$ cat src/rtl/interrupt_interface.sv
// Machine interrupt front end: samples MSIP/MTIP/MEIP into a mip view,
// gates with mie/mstatus.MIE, arbitrates EXT>SW>TIMER, holds one trap request.
// Ports:
//   clk, rst                      clock, async active-high reset
//   all_intif_int_*_req           level interrupt sources (software/timer/external)
//   csr_intif_mie_data            mie CSR
//   csr_intif_mstatus_mie         mstatus.MIE
//   commit_intif_ack              commit took the presented trap (1-cycle pulse)
//   intif_csr_mip_data            registered mip view
//   intif_commit_has_interrupt    trap request valid
//   intif_commit_mcause_data      {1'b1, cause}, stable while request valid
`ifndef REG_DATA_WIDTH
`define REG_DATA_WIDTH 32
`endif

module interrupt_interface #(
  parameter int SW_CAUSE    = 3,
  parameter int TIMER_CAUSE = 7,
  parameter int EXT_CAUSE   = 11
) (
  input  logic                       clk,
  input  logic                       rst,
  input  logic                       all_intif_int_software_req,
  input  logic                       all_intif_int_timer_req,
  input  logic                       all_intif_int_ext_req,
  input  logic [`REG_DATA_WIDTH-1:0] csr_intif_mie_data,
  input  logic                       csr_intif_mstatus_mie,
  input  logic                       commit_intif_ack,
  output logic [`REG_DATA_WIDTH-1:0] intif_csr_mip_data,
  output logic                       intif_commit_has_interrupt,
  output logic [`REG_DATA_WIDTH-1:0] intif_commit_mcause_data
);

  localparam int W = `REG_DATA_WIDTH;

  localparam logic [W-1:0] SRC_MASK =
    (W'(1) << SW_CAUSE) |
    (W'(1) << TIMER_CAUSE) |
    (W'(1) << EXT_CAUSE);

  localparam logic [W-2:0] SW_CODE  = (W-1)'(SW_CAUSE);
  localparam logic [W-2:0] TMR_CODE = (W-1)'(TIMER_CAUSE);
  localparam logic [W-2:0] EXT_CODE = (W-1)'(EXT_CAUSE);

  typedef enum logic [1:0] {
    IDLE,
    REQ,
    MASK
  } state_t;

  state_t         state_q, state_d;
  logic [W-1:0]   mip_d, mip_q;
  logic [W-1:0]   cand;
  logic [W-1:0]   win_sel, sel_q;
  logic [W-2:0]   win_cause;
  logic [W-1:0]   mcause_q;
  logic           take;

  always_comb begin
    mip_d              = '0;
    mip_d[SW_CAUSE]    = all_intif_int_software_req;
    mip_d[TIMER_CAUSE] = all_intif_int_timer_req;
    mip_d[EXT_CAUSE]   = all_intif_int_ext_req;
  end

  assign cand = mip_q & csr_intif_mie_data & SRC_MASK;

  always_comb begin
    win_sel   = '0;
    win_cause = '0;
    priority case (1'b1)
      cand[EXT_CAUSE]: begin
        win_sel[EXT_CAUSE] = 1'b1;
        win_cause          = EXT_CODE;
      end
      cand[SW_CAUSE]: begin
        win_sel[SW_CAUSE] = 1'b1;
        win_cause         = SW_CODE;
      end
      cand[TIMER_CAUSE]: begin
        win_sel[TIMER_CAUSE] = 1'b1;
        win_cause            = TMR_CODE;
      end
      default: ;
    endcase
  end

  // In REQ only the latched source keeps the request alive; a newly
  // arriving higher-priority source waits for re-arbitration from IDLE.
  always_comb begin
    state_d = state_q;
    take    = 1'b0;
    unique case (state_q)
      IDLE: begin
        if ((|cand) && csr_intif_mstatus_mie) begin
          state_d = REQ;
          take    = 1'b1;
        end
      end
      REQ: begin
        if (commit_intif_ack)
          state_d = MASK;
        else if (!(|(cand & sel_q)) ||
                 !csr_intif_mstatus_mie)
          state_d = IDLE;
      end
      MASK: begin
        if (!csr_intif_mstatus_mie)
          state_d = IDLE;
      end
      default: state_d = IDLE;
    endcase
  end

  always_ff @(posedge clk or posedge rst) begin
    if (rst) begin
      state_q  <= IDLE;
      mip_q    <= '0;
      sel_q    <= '0;
      mcause_q <= '0;
    end else begin
      state_q <= state_d;
      mip_q   <= mip_d;
      if (take) begin
        sel_q    <= win_sel;
        mcause_q <= {1'b1, win_cause};
      end
    end
  end

  assign intif_csr_mip_data         = mip_q;
  assign intif_commit_has_interrupt = (state_q == REQ);
  assign intif_commit_mcause_data   = mcause_q;

endmodule
$ cat config.mk
export PLATFORM = sky130hd
export DESIGN_NAME = interrupt_interface
export DESIGN_NICKNAME = d
export VERILOG_FILES = /design/src/rtl/interrupt_interface.sv
export SDC_FILE = /design/constraint.sdc
export NUM_CORES = 1
export LEC_CHECK = 0
export ABC_AREA = 0
export BUFFER_PORTS_ARGS = -buffer_cell sky130_fd_sc_hd__buf_2
export CELL_PAD_IN_SITES_DETAIL_PLACEMENT = 1
export CELL_PAD_IN_SITES_GLOBAL_PLACEMENT = 1
export CORE_MARGIN = 2
export CORE_UTILIZATION = 22
export DETAILED_ROUTE_END_ITERATION = 10
export PLACE_DENSITY = 0.92
export SYNTH_ARGS = -nofsm -noshare
export SYNTH_HDL_FRONTEND = slang
export SYNTH_SLANG_ARGS = --single-unit
$ cat constraint.sdc
create_clock -name clk -period 2.9 [get_ports clk]
set_input_delay 0.725 -clock clk [delete_from_list [all_inputs] [get_ports clk]]
set_output_delay 0.725 -clock clk [all_outputs]
set_load 0.005 [all_outputs]
==> flow_metrics.tcl <==
set metrics [dict create \
    synth_warnings 0 \
    crit_required_ns 2.17 \
    drtIter0Drc 4 \
    period_share_pct 57.0 \
    tns_ns 0 \
    firstDrtPassIters 4 \
    cts-resized-gates 0 \
    avgSynthCellArea_sq_um 8.98 \
    cp_slowest_cell "dfrtp_1" \
    finalHoldViolations 0 \
    post_cts_buffers 0 \
    cts_hold_buffers 0 \
    crit_end "intif_commit_has_interrupt" \
    power.density_nw_per_um2 504 \
    worstSetupPathType "reg2out" \
    die_h_microns 66.3 \
    setup_viol 0 \
    grt_first_pass_wirelength_microns 1910 \
    place_hpwl_microns 1240 \
    grt_pass1_vias 413 \
    cp_max_fo 4 \
    r2r_start "intif_csr_mip_data[7]" \
    start_kind "flip-flop" \
    finClkSkew_ns 0.00144 \
    fin_util_pct 22.3 \
    synth_cell_types 19 \
    maxSlewViolCount 0 \
    startpoint "state_q[1]" \
    max_freq_mhz 605 \
    grt-ovfl-total 0 \
    regArea_sq_um 250 \
    coreArea_sq_um 3690 \
    antenna_found_initial 0 \
    syn_inst 95 \
    fin_area_sq_um 822 \
    die_width_microns 66.3 \
    synth_seq_area_share_pct 29.3 \
    clk_latency_ns 0.23 \
    post-route-drc-count 0 \
    globalplace.congestion 0.814 \
    htreeDepth 1 \
    wirelength_microns 1380 \
    maxCapViolCount 0 \
    worstPathCellList "nor2b_1 > buf_2" \
    max_stage_delay_ns 0.41 \
    cts_buffers 3 \
    ant_nets 0 \
    fp.dieArea_sq_um 4390 \
    ys_ff_latch 10 \
    clkTransAtPathRegs_ns 0.05 \
    nets 153 \
    fillers 487 \
    grt_max_degree 11 \
    status "finished, final reports clean" \
    whs_ns 0.457 \
    via_per_inst 3.10 \
    cts_num_sinks 10 \
    period_minus_slack_ns 1.65 \
    hold_path.class "in2async" \
    area_growth_pct -3.67 \
    postPlaceCellArea_sq_um 767 \
    routedWlPerCell_microns 8.55 \
    grt_util_all_layers_pct 6.24 \
    cp-end-kind "output port" \
    r2r_cells 3 \
    worstReg2RegEnd "intif_commit_mcause_data[31]" \
    worstPathArrival_ns 0.93 \
    diodes 0 \
    io_buffers 18 \
    netlist_area_sq_um 853 \
    ios 104 \
    p_leak_nw 0.458 \
    vias 499 \
    multiInputGateArea_sq_um 355 \
    clockBufferDepth 2 \
    ir_worst_vdd_mv 0.227 \
    rows 22 \
    tritoncts "built" \
    cts-root-buf "clkbuf_8" \
    timing.reg2reg.setup_slack_ns 1.64 \
    drive_gt1_share_pct 22.1 \
    rsz0062_at_grt "no" \
    start_util_pct 23.1 \
]
metal layers:
metal | global-route usage (%) | wire length, microns | share of wire [%]
met1 | 6.70 | 501 | 36
met3 | 4.26 | 234 | 17
met5 | 0 | 0 | 0
met4 | 3.06 | 0 | 0
met2 | 9.25 | 640 | 47
critical path: cells and delay by family, from the launching register on:
| kind | cells | cell delay, ns |
|---|---|---|
| AND/OR/NAND/NOR | 1 | 0.15 |
| buffers and inverters | 1 | 0.13 |
| flip-flops | 1 | 0.41 |
registers in the layout, summed over array words and instances (netlist names):
signal and cells:
state_q 2, intif_commit_mcause_data 3, intif_csr_mip_data 3, sel_q 2
synthesized netlist by cell type:
master / n / share of area [%]
a222oi_1: 1 / 1.2
or2_1: 2 / 1.5
nand4_1: 1 / 0.73
a21o_2: 1 / 1.0
nor3b_2: 1 / 1.5
nor2b_1: 2 / 1.5
o211ai_1: 1 / 0.88
a31oi_1: 1 / 0.73
nor4bb_1: 1 / 1.2
nor2b_2: 1 / 1.0
conb_1: 1 / 0.44
a22o_1: 1 / 1.0
inv_1: 3 / 1.3
nand2_1: 3 / 1.3
nand3_1: 3 / 1.8
a21oi_1: 1 / 0.59
buf_4: 59 / 52
dfrtp_1: 10 / 29
o21ai_0: 2 / 1.2
where the power goes:
part	switching, mW	internal [mW]
clock network	0.0509	0.119
registers	0.0136	0.157
logic	0.0463	0.0279
total	0.111	0.304
layout make-up:
class	count	share of cell area (%)
Clock buffer	4	6.70
Inverter	3	1.37
Multi-Input combinational cell	78	43.2
Sequential cell	10	30.4
Tap cell	48	7.31
Timing Repair Buffer	18	11.0
cells in the final DEF, fill, tap and decap left out, drive strengths merged:
cell type  instances
a21o               1
a21oi              1
a222oi             1
a22o               1
a31oi              1
buf               18
clkbuf             4
conb              56
dfrtp             10
inv                3
nand2              3
nand3              3
nand4              1
nor2b              3
nor3b              1
nor4bb             1
o211ai             1
o21ai              2
or2                2
how the worst min path moves through the flow:
stage | endpoint | slack, ns | startpoint
2_1_floorplan | intif_commit_mcause_data[31] | 0.46 | intif_commit_mcause_data[31]
3_3_place_gp | intif_commit_mcause_data[31] | 0.44 | intif_commit_mcause_data[31]
3_5_place_dp | intif_commit_mcause_data[31] | 0.46 | intif_commit_mcause_data[31]
4_1_cts | intif_commit_mcause_data[31] | 0.47 | rst
5_1_grt | intif_commit_mcause_data[31] | 0.49 | rst
6_report | intif_commit_mcause_data[31] | 0.46 | rst
through the flow:
stage / power, mW / worst slack, ns / cells
5_1_grt: 0.448 / 1.15 / 161
3_5_place_dp: 0.246 / 1.24 / 157
4_1_cts: 0.424 / 1.23 / 161
3_3_place_gp: 0.242 / 1.26 / 157
2_1_floorplan: 0.281 / 1.43 / 150
6_report: 0.414 / 1.25 / 161
logic make-up after synthesis:
logic type      synth area share, %
buf+inv                        53.2
simple gates                   10.4
compound gates                 6.60
flops                          29.3
other cells                   0.439
No activity file was read; power rests on OpenSTA's default activity.
